File: src/rtl/div_issue_ctrl_pkg.sv
// Shared types for the divider/multiplier issue sequencers.
// Latency: n/a (types and constants only).
// Backpressure: n/a.
package div_seq_pkg;

  typedef enum logic [1:0] {
    IDLE  = 2'd0,
    START = 2'd1,
    WAIT  = 2'd2,
    DONE  = 2'd3
  } div_seq_state_t;

  // Fixed latency of the signed divider core, start pulse to final outputs.
  localparam int DIV_LATENCY_DEFAULT = 33;

  // Width of the shared latency counter; large enough for DIV_LATENCY-1.
  localparam int LAT_CNT_W = 6;

endpackage

File: src/rtl/div_issue_ctrl_if.sv
// Request / core / response signal bundle of the divider issue sequencer.
// Latency: n/a (wires only).
// Backpressure: req_valid/req_ready and rsp_valid/rsp_ready handshakes.
// slave  = sequencer side; master = environment (requester, core, consumer).
interface div_issue_ctrl_if #(
  parameter int WIDTH = 32
);
  logic             req_valid;
  logic             req_ready;
  logic [WIDTH-1:0] req_divid;
  logic [WIDTH-1:0] req_divis;

  logic             core_start;
  logic [WIDTH-1:0] core_divid;
  logic [WIDTH-1:0] core_divis;
  logic [WIDTH-1:0] core_quot;
  logic [WIDTH-1:0] core_rem;
  logic             core_except;

  logic             rsp_valid;
  logic             rsp_ready;
  logic [WIDTH-1:0] rsp_quot;
  logic [WIDTH-1:0] rsp_rem;
  logic             rsp_except;

  logic             busy;

  modport slave (
    input  req_valid, req_divid, req_divis,
    input  core_quot, core_rem, core_except,
    input  rsp_ready,
    output req_ready,
    output core_start, core_divid, core_divis,
    output rsp_valid, rsp_quot, rsp_rem, rsp_except,
    output busy
  );

  modport master (
    output req_valid, req_divid, req_divis,
    output core_quot, core_rem, core_except,
    output rsp_ready,
    input  req_ready,
    input  core_start, core_divid, core_divis,
    input  rsp_valid, rsp_quot, rsp_rem, rsp_except,
    input  busy
  );
endinterface

File: src/rtl/div_issue_ctrl_lat_counter.sv
// Loadable saturating down-counter used to time fixed-latency arithmetic cores.
// Latency: load/decrement visible the cycle after the enabling edge.
// Backpressure: none; holds at zero once reached.
// Ports: clk, reset (sync, active-high), load_i/load_val_i, en_i, zero_o.
module lat_counter
  import div_seq_pkg::*;
#(
  parameter int W = LAT_CNT_W
) (
  input  logic         clk,
  input  logic         reset,
  input  logic         load_i,
  input  logic         en_i,
  input  logic [W-1:0] load_val_i,
  output logic         zero_o
);

  logic [W-1:0] cnt_q;
  logic [W-1:0] cnt_d;

  // Load has priority over decrement; the count saturates at zero.
  always_comb begin
    cnt_d = cnt_q;
    if (load_i) begin
      cnt_d = load_val_i;
    end else if (en_i && (cnt_q != '0)) begin
      cnt_d = cnt_q - W'(1);
    end
  end

  always_ff @(posedge clk) begin
    if (reset) begin
      cnt_q <= '0;
    end else begin
      cnt_q <= cnt_d;
    end
  end

  assign zero_o = (cnt_q == '0);

endmodule

File: src/rtl/div_issue_ctrl.sv
// Issue sequencer in front of the signed divider core: latch operands, pulse start,
// time the core, register the result. Latency: accept to rsp_valid = DIV_LATENCY+2
// cycles (1 cycle for a zero divisor). Backpressure: req_ready only in IDLE; rsp_* hold
// until rsp_ready.
// Ports: clk, reset (sync, active-high), bus (slave side of div_issue_ctrl_if).
module div_issue_ctrl
  import div_seq_pkg::*;
#(
  parameter int WIDTH       = 32,
  parameter int DIV_LATENCY = DIV_LATENCY_DEFAULT
) (
  input  logic                   clk,
  input  logic                   reset,
  div_issue_ctrl_if.slave        bus
);

  localparam logic [LAT_CNT_W-1:0] LAT_LOAD = LAT_CNT_W'(DIV_LATENCY - 1);

  div_seq_state_t   state_q;
  logic             req_ready_q;
  logic             busy_q;
  logic             core_start_q;
  logic [WIDTH-1:0] divid_q;
  logic [WIDTH-1:0] divis_q;
  logic             rsp_valid_q;
  logic [WIDTH-1:0] rsp_quot_q;
  logic [WIDTH-1:0] rsp_rem_q;
  logic             rsp_except_q;

  logic cnt_zero;

  // START loads DIV_LATENCY-1 so the counter reaches zero in the last WAIT cycle,
  // exactly DIV_LATENCY cycles after the start pulse.
  lat_counter #(
    .W (LAT_CNT_W)
  ) u_lat_counter (
    .clk        (clk),
    .reset      (reset),
    .load_i     (state_q == START),
    .en_i       (state_q == WAIT),
    .load_val_i (LAT_LOAD),
    .zero_o     (cnt_zero)
  );

  always_ff @(posedge clk) begin
    if (reset) begin
      state_q      <= IDLE;
      req_ready_q  <= 1'b1;
      busy_q       <= 1'b0;
      core_start_q <= 1'b0;
      divid_q      <= '0;
      divis_q      <= '0;
      rsp_valid_q  <= 1'b0;
      rsp_quot_q   <= '0;
      rsp_rem_q    <= '0;
      rsp_except_q <= 1'b0;
    end else begin
      unique case (state_q)
        IDLE: begin
          if (bus.req_valid) begin
            req_ready_q <= 1'b0;
            busy_q      <= 1'b1;
            if (bus.req_divis != '0) begin
              divid_q      <= bus.req_divid;
              divis_q      <= bus.req_divis;
              core_start_q <= 1'b1;
              state_q      <= START;
            end else begin
              // Divide by zero never reaches the core; answer immediately.
              rsp_quot_q   <= '0;
              rsp_rem_q    <= '0;
              rsp_except_q <= 1'b1;
              rsp_valid_q  <= 1'b1;
              state_q      <= DONE;
            end
          end
        end
        START: begin
          core_start_q <= 1'b0;
          state_q      <= WAIT;
        end
        WAIT: begin
          if (cnt_zero) begin
            rsp_quot_q   <= bus.core_quot;
            rsp_rem_q    <= bus.core_rem;
            rsp_except_q <= bus.core_except;
            rsp_valid_q  <= 1'b1;
            state_q      <= DONE;
          end
        end
        DONE: begin
          if (bus.rsp_ready) begin
            rsp_valid_q <= 1'b0;
            busy_q      <= 1'b0;
            req_ready_q <= 1'b1;
            state_q     <= IDLE;
          end
        end
        default: begin
          state_q <= IDLE;
        end
      endcase
    end
  end

  assign bus.req_ready  = req_ready_q;
  assign bus.busy       = busy_q;
  assign bus.core_start = core_start_q;
  assign bus.core_divid = divid_q;
  assign bus.core_divis = divis_q;
  assign bus.rsp_valid  = rsp_valid_q;
  assign bus.rsp_quot   = rsp_quot_q;
  assign bus.rsp_rem    = rsp_rem_q;
  assign bus.rsp_except = rsp_except_q;

endmodule

File: src/flat_wrapper.sv
// flat-port wrapper written by rule: the top's interface ports become plain ports
module div_issue_ctrl_flat import div_seq_pkg::*;
#(
  parameter int WIDTH       = 32,
  parameter int DIV_LATENCY = DIV_LATENCY_DEFAULT
)
  (clk, reset, bus_req_valid, bus_req_divid, bus_req_divis, bus_core_quot, bus_core_rem, bus_core_except, bus_rsp_ready, bus_req_ready, bus_core_start, bus_core_divid, bus_core_divis, bus_rsp_valid, bus_rsp_quot, bus_rsp_rem, bus_rsp_except, bus_busy);
  div_issue_ctrl_if #(.WIDTH(WIDTH)) bus_i ();
  input  logic clk;
  input  logic reset;
  input wire logic [$bits(bus_i.req_valid)-1:0] bus_req_valid;
  input wire logic [$bits(bus_i.req_divid)-1:0] bus_req_divid;
  input wire logic [$bits(bus_i.req_divis)-1:0] bus_req_divis;
  input wire logic [$bits(bus_i.core_quot)-1:0] bus_core_quot;
  input wire logic [$bits(bus_i.core_rem)-1:0] bus_core_rem;
  input wire logic [$bits(bus_i.core_except)-1:0] bus_core_except;
  input wire logic [$bits(bus_i.rsp_ready)-1:0] bus_rsp_ready;
  output wire logic [$bits(bus_i.req_ready)-1:0] bus_req_ready;
  output wire logic [$bits(bus_i.core_start)-1:0] bus_core_start;
  output wire logic [$bits(bus_i.core_divid)-1:0] bus_core_divid;
  output wire logic [$bits(bus_i.core_divis)-1:0] bus_core_divis;
  output wire logic [$bits(bus_i.rsp_valid)-1:0] bus_rsp_valid;
  output wire logic [$bits(bus_i.rsp_quot)-1:0] bus_rsp_quot;
  output wire logic [$bits(bus_i.rsp_rem)-1:0] bus_rsp_rem;
  output wire logic [$bits(bus_i.rsp_except)-1:0] bus_rsp_except;
  output wire logic [$bits(bus_i.busy)-1:0] bus_busy;
  assign bus_i.req_valid = bus_req_valid;
  assign bus_i.req_divid = bus_req_divid;
  assign bus_i.req_divis = bus_req_divis;
  assign bus_i.core_quot = bus_core_quot;
  assign bus_i.core_rem = bus_core_rem;
  assign bus_i.core_except = bus_core_except;
  assign bus_i.rsp_ready = bus_rsp_ready;
  assign bus_req_ready = bus_i.req_ready;
  assign bus_core_start = bus_i.core_start;
  assign bus_core_divid = bus_i.core_divid;
  assign bus_core_divis = bus_i.core_divis;
  assign bus_rsp_valid = bus_i.rsp_valid;
  assign bus_rsp_quot = bus_i.rsp_quot;
  assign bus_rsp_rem = bus_i.rsp_rem;
  assign bus_rsp_except = bus_i.rsp_except;
  assign bus_busy = bus_i.busy;
  div_issue_ctrl #(.WIDTH(WIDTH), .DIV_LATENCY(DIV_LATENCY)) u_core (.clk(clk), .reset(reset), .bus(bus_i));
endmodule
File: config.mk
export PLATFORM = sky130hd
export DESIGN_NAME = div_issue_ctrl_flat
export DESIGN_NICKNAME = d
export VERILOG_FILES = /design/src/rtl/div_issue_ctrl_pkg.sv /design/src/rtl/div_issue_ctrl_if.sv /design/src/rtl/div_issue_ctrl_lat_counter.sv /design/src/rtl/div_issue_ctrl.sv /design/src/flat_wrapper.sv
export SDC_FILE = /design/constraint.sdc
export NUM_CORES = 1
export LEC_CHECK = 0
export CAP_MARGIN = 0
export CORE_ASPECT_RATIO = 1.75
export CORE_MARGIN = 2
export CORE_UTILIZATION = 41
export CTS_CLUSTER_SIZE = 16
export DETAILED_ROUTE_END_ITERATION = 10
export GPL_ROUTABILITY_DRIVEN = 0
export PLACE_DENSITY = 0.89
export SLEW_MARGIN = 5
export SYNTH_ARGS = -nofsm -noshare
export SYNTH_HDL_FRONTEND = slang
export SYNTH_SLANG_ARGS = --single-unit
File: constraint.sdc
create_clock -name clk -period 2.6 [get_ports clk]
set_input_delay 0.52 -clock clk [delete_from_list [all_inputs] [get_ports clk]]
set_output_delay 0.52 -clock clk [all_outputs]
set_load 0.02 [all_outputs]
==> flow_metrics.py <==
metrics = {
    "power": {
        "power_frac_clock": 0.269,
        "p_leak_nw": 3.10,
        "p_seq_frac": 0.328,
        "vdd_drop_max_uv": 621,
        "internal-power_w": 0.00506,
        "power_switching_w": 0.00306,
        "finalPower_w": 0.00812,
        "powerDensity_nw_per_um2": 915,
        "switching_share": 0.377,
        "power_frac_comb": 0.402,
    },
    "worst_setup_path": {
        "cp_cell_sequence": "clkdlybuf4s50_1, nor4_2, buf_4, and4_1, a31o_2, buf_12, nand4_1, a21oi_1",
        "crit_family": "simple AND/OR/NAND/NOR gates",
        "path_class": "in -> reg",
        "slowest_stage": "clkdlybuf4s50_1",
        "cp.arrival_ns": 2.73,
        "rr_endpoint": "u_core.bus.rsp_quot[9]$_SDFFE_PP0P_",
        "worstPathMaxFanout": 42,
        "required_ns": 2.92,
        "start_kind": "primary input",
        "reg2regPathDepth": 7,
        "rr_startpoint": "u_core.u_lat_counter.cnt_q[2]$_SDFFE_PP0P_",
        "ff2ff_setup_slack_ns": 0.41,
        "critical_path_depth": 8,
        "critPathBufInv": 3,
        "cpPeakStageDelay_ns": 0.43,
        "end_kind": "flop",
    },
    "timing": {
        "relSlewSlack": 0.552,
        "maxSlewViolCount": 0,
        "post-route-period-util": 0.924,
        "rsz0062_at_grt": "no",
        "fin_skew_ns": 0.0117,
        "timing.hold.ws_ns": 0.453,
        "fin_crit_ns": 2.40,
        "worst_pin_slew_ns": 0.672,
        "clock.fmax_mhz": 416,
        "hold_violations": 0,
        "setup_viol": 0,
    },
    "global_route": {
        "grt_use_total": 0.246,
        "grt_pass1_vias": 5790,
        "antenna_found_initial": 0,
        "grt_overflow_total": 0,
        "grt_max_degree": 65,
        "grt_pass1_wl_um": 28400,
    },
    "routing": {
        "wl_met2_um": 9410,
        "drt_iter0_drc": 240,
        "wl_per_cell_um": 16.4,
        "top_layer": "met4",
        "dr.pass1.iters": 5,
        "wl_met3_um": 1290,
        "wl_um": 18000,
        "routedLengthMet1_um": 6710,
        "vias_per_cell": 5.35,
        "drc": 0,
        "via_count": 5862,
        "ant_nets": 0,
    },
    "floorplanning": {
        "chipWidth_um": 91.0,
        "start_util": 0.420,
        "rows": 55,
        "die-area_um2": 14200,
        "die_h_um": 156,
        "ioPinCount": 266,
        "coreArea_um2": 12900,
    },
    "clock_tree": {
        "cts_tree": "done",
        "cts_buffers": 17,
        "clock_latency_ns": 0.41,
        "clock_sinks": 141,
        "clk_pin_slew_worst_paths_ns": 0.06,
        "cts_max_level": 4,
        "root_buffer": "clkbuf_16",
        "clockBufferDepth": 2,
    },
    "cells_and_area": {
        "final_common_cell": "clkdlybuf4s50_1",
        "layout_common_cells": "clkdlybuf4s50_1 (264), dfxtp_1 (141), a21oi_1 (137), nand2_1 (132)",
        "area_delta_synth_final_pct": 63.4,
        "post-route-cell-area_um2": 8870,
        "drive_above_1_share": 0.0692,
        "diodes": 0,
        "nets": 1054,
    },
    "place": {
        "portBuffers": 265,
        "placed_area_um2": 8340,
        "dp_hpwl_um": 12600,
    },
    "hold_path": {
        "holdPathEnd": "u_core.bus.core_divis[12]$_SDFFE_PP0P_",
        "min_from": "u_core.bus.core_divis[12]$_SDFFE_PP0P_",
        "hold_path.class": "reg -> reg",
        "whs_path_depth": 2,
    },
    "yosys": {
        "synth_top_area_share": 0.520,
        "avgSynthCellArea_um2": 8.07,
        "ys_warn_count": 0,
        "synthCells": 673,
        "synthTopCellsByArea": "dfxtp_1 (52%), a21oi_1 (13%), nand2_1 (9.1%), nand4_1 (7.4%), o21ai_0 (5.9%)",
        "synth_area_um2": 5430,
        "synthesis.nets": 812,
        "yosysSeqAreaShare": 0.520,
        "synth.distinct_cells": 33,
        "ys_ff_latch": 141,
        "synth_top_area_cell": "dfxtp_1",
    },
    "flow_run": {
        "maxCapViolCount": 0,
    },
    "status": {
        "status": "finished clean",
    },
}
==> worst reg2reg max path, cell delays in order, from the launching register on <==
cell and delay, ns:
dfxtp_1 0.34, or4_4 0.57, o21ai_4 0.16, buf_4 0.22
o21ai_4 0.07, buf_4 0.30, o21ai_0 0.31, a21oi_1 0.10
==> power by group through the flow <==
stage / logic [W] / clock network (W) / registers [W]
final: 0.00327 / 0.00219 / 0.00267
after global routing: 0.00353 / 0.00233 / 0.00270
after CTS: 0.00326 / 0.00222 / 0.00267
after detailed placement: 0.00324 / 0 / 0.00271
after global placement: 0.00320 / 0 / 0.00269
after floorplan: 0.00141 / 0 / 0.00306
==> metrics by stage <==
step | setup WS (ns) | util | TNS, ns | instances
2_1_floorplan | 0.628 | - | 0 | 673
3_3_place_gp | -0.309 | 0.645 | -24.37 | 1067
3_5_place_dp | -0.340 | 0.645 | -26.43 | 1067
4_1_cts | 0.0797 | 0.685 | 0 | 1096
5_1_grt | 0.0930 | 0.686 | 0 | 1096
6_report | 0.197 | 0.686 | 0 | 1096
==> metal layers <==
layer	GRT usage	vias up
met2	0.434	244
met5	0	-
li1	-	2836
met4	0.104	0
met3	0.0741	36
met1	0.272	2746
==> final cells by class <==
| cell class | instances | area (µm²) |
|---|---|---|
| Fill cell | 1034 | 4060 |
| Clock buffer | 17 | 425 |
| Clock inverter | 12 | 103 |
| Timing Repair Buffer | 290 | 2900 |
| Tap cell | 171 | 214 |
| Multi-Input combinational cell | 458 | 2380 |
| Sequential cell | 141 | 2820 |
| Inverter | 7 | 26.3 |
==> how the worst max path moves through the flow <==
stage | from | slack (ns) | end
after floorplan | bus_req_divis[25] | 0.63 | u_core.bus.core_divis[13]$_SDFFE_PP0P_
after CTS | bus_req_divis[25] | 0.08 | u_core.bus.rsp_rem[28]$_SDFFE_PP0P_
after detailed placement | bus_req_divis[26] | -0.34 | u_core.bus.rsp_rem[28]$_SDFFE_PP0P_
after global placement | bus_req_divis[25] | -0.31 | u_core.bus.rsp_valid$_SDFFE_PP0P_
final | bus_req_divis[25] | 0.20 | u_core.bus.rsp_quot[9]$_SDFFE_PP0P_
after global routing | bus_req_divis[25] | 0.09 | u_core.bus.rsp_quot[9]$_SDFFE_PP0P_
==> sequential cells by signal, indices dropped and copies added (netlist names) <==
signal,flops
u_core.bus.busy,1
u_core.bus.core_divid,32
u_core.bus.core_divis,32
u_core.bus.core_start,1
u_core.bus.req_ready,1
u_core.bus.rsp_except,1
u_core.bus.rsp_quot,32
u_core.bus.rsp_rem,32
u_core.bus.rsp_valid,1
u_core.state_q,2
u_core.u_lat_counter.cnt_q,6
==> synth_stat cells, drive strengths merged <==
cell / n
o21bai: 1
o21ai: 66
and3: 1
nand2b: 3
a21oi: 138
a2111oi: 1
mux2: 1
a31oi: 1
clkbuf: 58
nor3: 7
nand2: 132
nand3: 2
ha: 6
nor2b: 1
nor4: 8
nor4b: 1
dfxtp: 141
and4: 2
or3b: 2
xnor2: 1
buf: 9
a21o: 1
nor2: 11
nand4: 64
o21a: 1
or4: 1
a31o: 1
xor2: 4
inv: 7
a211oi: 1
==> kinds of logic (layout without fill, tap and decap cells) <==
group / after synthesis / count (layout) / synth area share
mux: 1 / 1 / 0.00207
buf+inv: 74 / 326 / 0.0518
xor+xnor: 5 / 5 / 0.00806
fa+ha+maj: 6 / 6 / 0.0138
flops: 141 / 141 / 0.520
simple gates: 235 / 235 / 0.206
compound gates: 211 / 211 / 0.199
==> repair_timing <==
item	CTS	global route
setup buffers	0	0
gates resized for setup	0	1
hold buffers	0	0
setup endpoints to repair	0	2
No activity file was read; power rests on OpenSTA's default activity.
